File: src/rtl/router_pkg.sv
// Shared definitions for the router packet transmitter.
// Holds the field widths, the illegal destination code, the tx state enum
// and a helper that forms the header byte from length and destination.
package router_pkg;

   localparam int ADDR_W    = 2;
   localparam int LEN_W     = 6;
   localparam int MAX_LEN   = 63;
   localparam int DATA_W    = 8;
   localparam int BUF_DEPTH = 64;

   localparam logic [ADDR_W-1:0] ADDR_ILLEGAL = 2'b11;

   typedef enum logic [2:0] {
      IDLE,
      LOAD,
      HEADER,
      PAYLOAD,
      PARITY,
      DONE
   } tx_state_e;

   // Header byte carries the payload length in the upper bits and the
   // destination port in the lower bits.
   function automatic logic [DATA_W-1:0] hdr_byte(input logic [LEN_W-1:0]  l,
                                                  input logic [ADDR_W-1:0] a);
      return {l, a};
   endfunction

endpackage

File: src/rtl/router_tx_buf.sv
// Payload staging buffer for router_pkt_tx.
// 64 x 8 storage, one synchronous write port and one combinational read port.
// Ports:
//   clk        - system clock
//   wr_en_i    - write strobe
//   wr_addr_i  - write index
//   wr_data_i  - write data
//   rd_addr_i  - read index
//   rd_data_o  - read data (combinational)
// Contents are not reset.
module router_tx_buf
   import router_pkg::*;
(
   input  logic              clk,
   input  logic              wr_en_i,
   input  logic [LEN_W-1:0]  wr_addr_i,
   input  logic [DATA_W-1:0] wr_data_i,
   input  logic [LEN_W-1:0]  rd_addr_i,
   output logic [DATA_W-1:0] rd_data_o
);

   logic [DATA_W-1:0] mem_q [BUF_DEPTH];

   always_ff @(posedge clk) begin
      if (wr_en_i) begin
         mem_q[wr_addr_i] <= wr_data_i;
      end
   end

   assign rd_data_o = mem_q[rd_addr_i];

endmodule

File: src/rtl/router_pkt_tx.sv
// Router packet transmitter.
// Accepts a send request (destination + length), collects the payload into a
// local buffer, then emits header, payload bytes and a trailing XOR parity
// byte toward the router, stalling whenever the router raises busy.
//
// Ports:
//   clk        - system clock, rising edge
//   rst        - synchronous active-high reset
//   start      - one-cycle send request (only honoured in IDLE)
//   addr       - destination port 0..2 (3 is rejected)
//   len        - payload length 1..63 (0 is rejected)
//   inj_err    - (only with ROUTER_TX_ERR_INJ_EN) invert parity for this packet
//   pld_data   - payload byte
//   pld_valid  - payload byte valid
//   pld_ready  - high while payload bytes are being accepted
//   busy       - router stall; packet outputs hold while high
//   pkt_valid  - registered packet byte valid (header/payload only)
//   pkt_data   - registered packet byte
//   done       - one-cycle pulse after the parity byte
//   err        - one-cycle pulse on a rejected request
//   idle       - high only in IDLE
//
// Build option: define ROUTER_TX_ERR_INJ_EN to add the inj_err input.
//
// state   | meaning
// --------+-------------------------------------------------------------
// IDLE    | waiting for a legal start; illegal start pulses err
// LOAD    | pld_ready high, storing len payload bytes into the buffer
// HEADER  | presenting {len,addr} with pkt_valid
// PAYLOAD | presenting buffer[rd_ptr] with pkt_valid
// PARITY  | presenting the XOR parity byte, pkt_valid low
// DONE    | done pulse, back to IDLE
module router_pkt_tx
   import router_pkg::*;
(
   input  logic              clk,
   input  logic              rst,
   input  logic              start,
   input  logic [ADDR_W-1:0] addr,
   input  logic [LEN_W-1:0]  len,
`ifdef ROUTER_TX_ERR_INJ_EN
   input  logic              inj_err,
`endif
   input  logic [DATA_W-1:0] pld_data,
   input  logic              pld_valid,
   output logic              pld_ready,
   input  logic              busy,
   output logic              pkt_valid,
   output logic [DATA_W-1:0] pkt_data,
   output logic              done,
   output logic              err,
   output logic              idle
);

   tx_state_e         state_q, state_d;
   logic [ADDR_W-1:0] addr_q, addr_d;
   logic [LEN_W-1:0]  len_q, len_d;
   logic [LEN_W-1:0]  wr_ptr_q, wr_ptr_d;
   logic [LEN_W-1:0]  rd_ptr_q, rd_ptr_d;
   logic [DATA_W-1:0] parity_q, parity_d;
   logic              inj_q, inj_d;
   logic              err_q, err_d;
   logic              pkt_valid_q, pkt_valid_d;
   logic [DATA_W-1:0] pkt_data_q, pkt_data_d;

   logic              inj_in;
   logic              start_bad;
   logic              last_wr;
   logic              last_rd;
   logic              buf_we;
   logic [DATA_W-1:0] buf_rd_data;

`ifdef ROUTER_TX_ERR_INJ_EN
   assign inj_in = inj_err;
`else
   assign inj_in = 1'b0;
`endif

   assign start_bad = (len == '0) || (addr == ADDR_ILLEGAL);
   assign last_wr   = (wr_ptr_q == len_q - LEN_W'(1));
   assign last_rd   = (rd_ptr_q == len_q - LEN_W'(1));

   // Read side is addressed with the next pointer so the registered
   // pkt_data already shows the byte belonging to the next state.
   router_tx_buf u_buf (
      .clk       (clk),
      .wr_en_i   (buf_we),
      .wr_addr_i (wr_ptr_q),
      .wr_data_i (pld_data),
      .rd_addr_i (rd_ptr_d),
      .rd_data_o (buf_rd_data)
   );

   always_comb begin
      state_d  = state_q;
      addr_d   = addr_q;
      len_d    = len_q;
      wr_ptr_d = wr_ptr_q;
      rd_ptr_d = rd_ptr_q;
      parity_d = parity_q;
      inj_d    = inj_q;
      err_d    = 1'b0;
      buf_we   = 1'b0;

      case (state_q)
         IDLE: begin
            if (start) begin
               if (start_bad) begin
                  err_d = 1'b1;
               end else begin
                  state_d  = LOAD;
                  addr_d   = addr;
                  len_d    = len;
                  wr_ptr_d = '0;
                  rd_ptr_d = '0;
                  parity_d = '0;
                  inj_d    = inj_in;
               end
            end
         end
         LOAD: begin
            if (pld_valid) begin
               buf_we = 1'b1;
               if (last_wr) begin
                  state_d  = HEADER;
                  wr_ptr_d = '0;
               end else begin
                  wr_ptr_d = wr_ptr_q + LEN_W'(1);
               end
            end
         end
         HEADER: begin
            if (!busy) begin
               parity_d = parity_q ^ pkt_data_q;
               rd_ptr_d = '0;
               state_d  = PAYLOAD;
            end
         end
         PAYLOAD: begin
            // pkt_data_q is the byte currently on the bus, so it is the
            // one folded into parity as it is retired.
            if (!busy) begin
               parity_d = parity_q ^ pkt_data_q;
               if (last_rd) begin
                  state_d = PARITY;
               end else begin
                  rd_ptr_d = rd_ptr_q + LEN_W'(1);
               end
            end
         end
         PARITY: begin
            if (!busy) begin
               state_d = DONE;
            end
         end
         DONE: begin
            state_d = IDLE;
         end
         default: begin
            state_d = IDLE;
         end
      endcase

      pkt_valid_d = 1'b0;
      pkt_data_d  = '0;
      case (state_d)
         HEADER: begin
            pkt_valid_d = 1'b1;
            pkt_data_d  = hdr_byte(len_d, addr_d);
         end
         PAYLOAD: begin
            pkt_valid_d = 1'b1;
            pkt_data_d  = buf_rd_data;
         end
         PARITY: begin
            pkt_data_d = parity_d ^ {DATA_W{inj_d}};
         end
         default: begin
            pkt_valid_d = 1'b0;
            pkt_data_d  = '0;
         end
      endcase
   end

   always_ff @(posedge clk) begin
      if (rst) begin
         state_q     <= IDLE;
         addr_q      <= '0;
         len_q       <= '0;
         wr_ptr_q    <= '0;
         rd_ptr_q    <= '0;
         parity_q    <= '0;
         inj_q       <= 1'b0;
         err_q       <= 1'b0;
         pkt_valid_q <= 1'b0;
         pkt_data_q  <= '0;
      end else begin
         state_q     <= state_d;
         addr_q      <= addr_d;
         len_q       <= len_d;
         wr_ptr_q    <= wr_ptr_d;
         rd_ptr_q    <= rd_ptr_d;
         parity_q    <= parity_d;
         inj_q       <= inj_d;
         err_q       <= err_d;
         pkt_valid_q <= pkt_valid_d;
         pkt_data_q  <= pkt_data_d;
      end
   end

   assign pkt_valid = pkt_valid_q;
   assign pkt_data  = pkt_data_q;
   assign err       = err_q;
   assign pld_ready = (state_q == LOAD);
   assign done      = (state_q == DONE);
   assign idle      = (state_q == IDLE);

endmodule

File: config.mk
export PLATFORM = sky130hd
export DESIGN_NAME = router_pkt_tx
export DESIGN_NICKNAME = d
export VERILOG_FILES = /design/src/rtl/router_pkg.sv /design/src/rtl/router_tx_buf.sv /design/src/rtl/router_pkt_tx.sv
export SDC_FILE = /design/constraint.sdc
export NUM_CORES = 1
export LEC_CHECK = 0
export CAP_MARGIN = 40
export CORE_MARGIN = 3
export CORE_UTILIZATION = 40
export DETAILED_ROUTE_END_ITERATION = 16
export GPL_TIMING_DRIVEN = 0
export PLACE_DENSITY_LB_ADDON = 0.05
export SLEW_MARGIN = 20
export SYNTH_ARGS = -nofsm -noshare
export SYNTH_HDL_FRONTEND = slang
export SYNTH_HIERARCHICAL = 1
export SYNTH_SLANG_ARGS = --single-unit
File: constraint.sdc
create_clock -name clk -period 4.05 [get_ports clk]
set_input_delay 0.81 -clock clk [delete_from_list [all_inputs] [get_ports clk]]
set_output_delay 0.81 -clock clk [all_outputs]
set_load 0.005 [all_outputs]
==> results of run 1 <==
==> state kept, by name (all words and copies together), names as in the netlist <==
signal	flops
parity_q	8
err	1
u_buf/mem_q	512
rd_ptr_q	6
len_q	6
pkt_valid	1
inj_q	1
state_q	3
addr_q	2
pkt_data	8
wr_ptr_q	6
==> cells in the final DEF (no fill, tap or decap), types with 6 or more instances in the layout <==
| cell type | synthesis | final |
|---|---|---|
| xor2_1 | 17 | 16 |
| clkinv_1 | 1 | 14 |
| xnor2_1 | 11 | 9 |
| clkbuf_1 | 27 | 25 |
| clkdlybuf4s50_1 | 0 | 20 |
| a22oi_1 | 12 | 9 |
| clkinv_2 | 0 | 11 |
| buf_4 | 15 | 100 |
| mux2_2 | 13 | 12 |
| nor2_1 | 134 | 130 |
| a222oi_1 | 8 | 8 |
| nor3_1 | 13 | 6 |
| buf_6 | 7 | 18 |
| bufinv_16 | 0 | 7 |
| nor3_2 | 3 | 6 |
| mux2i_4 | 0 | 6 |
| inv_1 | 8 | 6 |
| a31oi_1 | 9 | 8 |
| buf_16 | 0 | 6 |
| nand3_1 | 18 | 16 |
| nand2_1 | 35 | 32 |
| nand2b_1 | 11 | 10 |
| a31o_2 | 9 | 9 |
| o22ai_1 | 8 | 7 |
| a21boi_0 | 8 | 8 |
| o221ai_1 | 8 | 8 |
| clkbuf_4 | 0 | 6 |
| mux2i_1 | 27 | 18 |
| edfxtp_1 | 512 | 512 |
| buf_8 | 0 | 7 |
| buf_12 | 2 | 13 |
| clkbuf_16 | 0 | 58 |
| a21oi_1 | 15 | 15 |
| mux4_2 | 126 | 126 |
| dfxtp_1 | 42 | 39 |
| nor2b_1 | 16 | 14 |
==> cell type report <==
type                            instances  area (sq um)  area share (%)
Inverter                                9          38.8           0.143
Clock buffer                           68          1490            5.48
Clock inverter                         34           348            1.28
Multi-Input combinational cell        585          6260            23.1
Sequential cell                       554         16200            59.7
Timing Repair Buffer                  134          1190            4.37
Buffer                                 64           677            2.49
Tap cell                              748           936            3.45
==> worst register-to-register path: cells and delay by family, from the launching register on <==
| family | cells | cell delay (ns) |
|---|---|---|
| fa+ha+maj | 1 | 0.29 |
| mux | 2 | 0.78 |
| compound gates | 5 | 1.09 |
| simple gates | 6 | 0.90 |
| xor+xnor | 1 | 0.15 |
| buf+inv | 4 | 0.47 |
| flops | 1 | 0.38 |
==> through the flow <==
step / setup slack, ns / std cells
5_1_grt: -0.320 / 2196
3_5_place_dp: -2.17 / 2044
6_report: -0.137 / 2196
4_1_cts: -0.171 / 2177
2_1_floorplan: 0.0285 / 1213
3_3_place_gp: -2.41 / 1993
==> what timing repair did <==
item	CTS	global route
pin swaps	33	22
setup endpoints to repair	8	8
gates resized for setup	171	14
buffers inserted	31	8
gates cloned	1	0
==> power by group <==
part / internal [uW] / switching (uW) / leakage, uW
Clock: 3050 / 2180 / 0.000905
Sequential: 6260 / 16.6 / 0.00494
Combinational: 125 / 224 / 0.00266
==> final timing paths <==
check	slack, ns	end
worst max-delay path	-0.14	pkt_data[4]
worst min-delay path	0.43	u_buf/mem_q[11][2]
worst max register to register	-0.14	pkt_data[4]
worst min register to register	0.51	rd_ptr_q[5]
==> per-layer routing <==
metal,vias to the layer above,track usage [%]
met5,-,0
met4,0,7.76
met3,97,4.67
met2,397,33.5
met1,6615,30.5
li1,5327,-
==> kinds of logic after synthesis <==
family / count (synthesis) / synth area share [%]
xor gates and xnor gates: 29 / 1.20
adders and majority gates: 3 / 0.168
AOI/OAI and AO/OA: 125 / 4.25
and+or+nand+nor: 261 / 5.46
muxes: 166 / 14.5
DFF: 554 / 72.4
buffers and inverters: 75 / 1.95
==> reports/metrics.yaml, run 1 <==
cp.depth: 19
gp_congestion: 0.836
timing.rr.start: "len_q[1]"
slowest_delay_ns: 0.47
reg2reg_depth: 19
dpl.hpwl_microns: 41300
crit_fanout: 6
worstPathCellList: "inv_4, ha_4, xor2_2, nand3_2, nor3_4, a21oi_4, o21ai_2, nand2_1, nand2_2, buf_12, buf_4, buf_4, mux4_2, mux2_2, o221a_2, nor3_4, o32ai_2, a222oi_1, nor2_1"
cp_slowest_cell: "mux4_2"
cp_num_buf_inv: 4
start_util_pct: 40.6
worstPathArrival_ns: 4.67
violations: "negative setup slack"
final_area_sq_um: 27200
final_max_slew_viol_count: 0
numCtsBuffers: 58
slew_headroom_pct: 42.1
synth_area_leaders: "edfxtp_1 69%, mux4_2 13%, dfxtp_1 3.8%, nor2_1 2.2%, mux2i_1 1.2%"
postSynthCellCount: 1213
hold_path.class: "in -> reg"
wl_met3_microns: 3810
synth_seq_area_share_pct: 72.4
overflow: 0
avgSynthCellArea_sq_um: 18.5
area_growth_pct: 21.3
crit_path_end_kind: "flip-flop"
drc_errors: 0
setup_ws_ns: -0.137
n_antenna_cell: 0
cp-start-kind: "flip-flop"
powerDensity_nw_per_um2: 436
top_layer: "met4"
rsz0062_at_grt: "yes"
clock_skew_ns: 0.0303
htree_levels: 2
die_width_microns: 243
crit_start: "len_q[1]"
grt_first_pass_wirelength_microns: 90700
tightest_slew_ns: 0.866
io_pins: 34
yosys.cell_types.count: 66
finalHoldViolCount: 0
ys.flop_type: "edfxtp_1"
ant_nets: 0
drv_cap: 0
ir_drop_v: 0.000318
ys_ff_latch: 554
synth.most_common_cell: "edfxtp_1"
fin_crit_ns: 4.19
min_from: "pld_data[2]"
grt_use_total_pct: 21.7
fmax_ghz: 0.239
clkSinkCount: 554
drt-wirelength-per-cell_microns: 28.8
total_power_uw: 11900
vias: 12436
totalWireLength_microns: 63300
path_delay_family: "compound AO/OA/AOI/OAI gates"
synthesis.nets: 1237
vias_per_cell: 5.66
synth-warning-count: 6
cts.clk_slew.worst_paths_ns: 0.06
antenna_found_initial: 0
worstSetupPathType: "reg -> reg"
hold_ws_ns: 0.434
dr.pass1.iters: 9
leakagePower_uw: 0.00851
synth_area_sq_um: 22400
yosys.area.top_type: "edfxtp_1"
synthTopCellsByCount: "512 x edfxtp_1, 134 x nor2_1, 126 x mux4_2"
async_reset_ff_share_pct: 0
fillCellCount: 4637
cts_tree: "yes"
portBuffers: 32
die-area_sq_um: 58800
die_h_microns: 243
drive_above_1_share_pct: 31.6
place_area_sq_um: 24100
cts_root_buffer: "clkbuf_16"
setup-tns-final_ns: -0.610
status: "finished, violations left"
fin_crit_sh_pct: 103
finalSetupViolCount: 8
layout.nets: 1430
post-route-util_pct: 49.2
synth_top_area_share_pct: 68.7
insertion_delay_ns: 0.62
dr.first_iter.drc_count: 1032
num_rows: 86
cts_hold_buf: 0
met1_length_microns: 27900
cp.required_ns: 4.53
holdPathStages: 1
grt_max_degree: 65
synth_edf_count: 512
coreArea_sq_um: 55200
dr_wl_met2_microns: 29400
grt_pass1_vias: 12528
max-clock-path-buffers: 3
Power figures use the tool's default switching activity.
==> inputs of run 2 (changes only) <==
--- a/config.mk
+++ b/config.mk
@@ -5,8 +5,7 @@
 export SDC_FILE = /design/constraint.sdc
 export NUM_CORES = 1
 export LEC_CHECK = 0
-export CAP_MARGIN = 40
-export CORE_MARGIN = 3
+export CAP_MARGIN = 20
 export CORE_UTILIZATION = 40
 export DETAILED_ROUTE_END_ITERATION = 16
 export GPL_TIMING_DRIVEN = 0
==> run 2 against run 1 <==
Cell count shrank 2.5%; highest routed layer unchanged; clock skew shrank 0.013 ns; sequential power is essentially flat; worst setup slack lost 0.041 ns; first-iteration DRC count grew 20%; register-to-register slack lost 0.04 ns; global-route usage is essentially flat; the run still ends with negative setup slack left; via count shrank 2.1%; critical path depth shrank 2; sequential share of layout area grew 0.74 points.
==> reports/metrics.yaml, run 2 (same netlist as run 1, synthesis figures left out) <==
status: "finished, violations left"
violations: "negative setup slack"
cts_root_buffer: "clkbuf_16"
cts_tree: "yes"
grt_first_pass_wirelength_microns: 86300  # -4.9%
slew_headroom_pct: 24.1  # -18 points
layout.nets: 1371  # -4.1%
max-clock-path-buffers: 3  # unchanged
start_util_pct: 40.6  # unchanged
die_width_microns: 239  # -1.6%
grt_use_total_pct: 21.6  # about the same
multi_input_area_sq_um: 6370  # +1.8%
drt-wirelength-per-cell_microns: 28.5  # -1.2%
fillCellCount: 4622  # -0.32%
regMostFlops: "u_buf/mem_q"
num_rows: 86  # unchanged
antenna_found_initial: 0  # unchanged
leakagePower_uw: 0.00821  # -3.5%
totalWireLength_microns: 61000  # -3.6%
clkSinkCount: 554  # unchanged
area_growth_pct: 19.9
drive_above_1_share_pct: 29.3  # -2.3 points
htree_levels: 2  # unchanged
final_area_sq_um: 26800  # -1.2%
dr.pass1.iters: 5  # -4
crit_path_end_kind: "flip-flop"
ir_drop_v: 0.000360  # +13%
rsz0062_at_grt: "yes"
overflow: 0  # unchanged
numCtsBuffers: 58  # unchanged
drc_errors: 0  # unchanged
grt_pass1_vias: 11993  # -4.3%
seqCellArea_sq_um: 16200  # unchanged
coreArea_sq_um: 55200  # unchanged
vias: 12174  # -2.1%
insertion_delay_ns: 0.62  # about the same
io_pins: 34  # unchanged
setup_ws_ns: -0.178  # -0.0411 ns
cp.required_ns: 4.52  # about the same
die_h_microns: 239  # -1.6%
crit_fanout: 7  # +1
fmax_ghz: 0.237  # -0.97%
fin_crit_sh_pct: 104  # +1.0 points
cts.clk_slew.worst_paths_ns: 0.06  # about the same
grt_max_degree: 65  # unchanged
drv_cap: 0  # unchanged
powerDensity_nw_per_um2: 437  # +0.16%
dr.first_iter.drc_count: 1239  # +20%
die-area_sq_um: 56900  # -3.3%
place_area_sq_um: 23600  # -1.8%
clock_skew_ns: 0.0175  # -0.0128 ns
portBuffers: 32  # unchanged
fin_crit_ns: 4.23  # +0.0411 ns
dpl.hpwl_microns: 39100  # -5.3%
final_max_slew_viol_count: 0  # unchanged
n_antenna_cell: 0  # unchanged
ant_nets: 0  # unchanged
mostFrequentLayoutCell: "edfxtp_1"
post-route-util_pct: 48.6  # -0.60 points
gp_congestion: 0.854  # +2.1%
worstPathArrival_ns: 4.70  # +0.03 ns
largest_reg_flops: 512  # unchanged
hold_path.class: "reg -> reg"
vias_per_cell: 5.69  # +0.41%
finalSetupViolCount: 8  # unchanged
worstSetupPathType: "reg -> reg"
finalHoldViolCount: 0  # unchanged
final_cell_mix: "512 x edfxtp_1, 126 x nor2_1, 126 x mux4_2, 59 x clkbuf_16, 49 x buf_4"
cp-start-kind: "flip-flop"
tightest_slew_ns: 1.13  # +0.268 ns
==> run 2: report_power, final <==
| part | internal, uW | switching (uW) |
|---|---|---|
| registers | 6260 | 20.2 |
| logic | 117 | 219 |
| clock network | 2940 | 2170 |
| total | 9310 | 2410 |
==> run 2: metrics by stage <==
| stage | setup TNS (ns) | hold slack, ns | std cells | worst slack, ns | power, uW |
|---|---|---|---|---|---|
| 2_1_floorplan | 0 | 0.473 | 1213 | 0.0285 | 6510 |
| 3_5_place_dp | -17.37 | 0.500 | 1993 | -2.32 | 6680 |
| 3_3_place_gp | -17.13 | 0.494 | 1993 | -2.30 | 6690 |
| 6_report | -0.923 | 0.504 | 2141 | -0.178 | 11700 |
| 4_1_cts | -0.818 | 0.507 | 2124 | -0.146 | 11900 |
| 5_1_grt | -2.21 | 0.542 | 2141 | -0.353 | 12100 |
==> run 2: path summary, 6_finish.rpt <==
kind               startpoint          end  slack [ns]  cells after the start
setup / recovery     len_q[1]  pkt_data[3]       -0.18                     17
hold / removal    rd_ptr_q[5]  rd_ptr_q[5]        0.50                      2
setup reg to reg     len_q[1]  pkt_data[3]       -0.18                     17
hold reg to reg   rd_ptr_q[5]  rd_ptr_q[5]        0.50                      2
==> run 2: critical path: stages (launching register included) <==
cell and delay, ns:
dfxtp_4 0.38, inv_4 0.04, ha_4 0.17, xnor3_1 0.34, nand3_2 0.11, nor3_4 0.06, buf_4 0.15, a21oi_4 0.19
nand3b_1 0.16, nand2_4 0.16, buf_12 0.18, buf_16 0.17, mux4_2 0.56, mux4_2 0.55, o21ai_4 0.23, o41ai_4 0.15
a222oi_1 0.37, nor2_1 0.07
==> run 2: timing repair <==
| action | CTS | global route |
|---|---|---|
| endpoints found under the hold margin | 0 | 0 |
| gates resized for setup | 200 | 21 |
| hold buffers | 0 | 0 |
| pin swaps | 31 | 20 |
| setup buffers | 23 | 17 |
| gates cloned | 3 | 1 |
| endpoints found under the setup margin | 8 | 8 |
==> run 2: area by class of cell <==
class / instances / share of cell area, %
inverters: 9 / 0.145
multi-input cells: 585 / 23.8
plain buffers: 64 / 2.71
repair buffers: 75 / 2.68
flip-flops and latches: 554 / 60.5
clock buffers: 70 / 5.58
well taps: 748 / 3.49
clock inverters: 36 / 1.17
==> run 2: per-layer routing <==
| layer | routed length (microns) | up-vias | global-route usage, % | part of all wire, % |
|---|---|---|---|---|
| met5 | 0 | - | 0 | 0 |
| met4 | 1060 | 0 | 5.26 | 1.7 |
| met3 | 3060 | 68 | 3.38 | 5.0 |
| met2 | 29600 | 363 | 35.1 | 48 |
| met1 | 27300 | 6530 | 30.7 | 45 |
| li1 | - | 5213 | - | - |
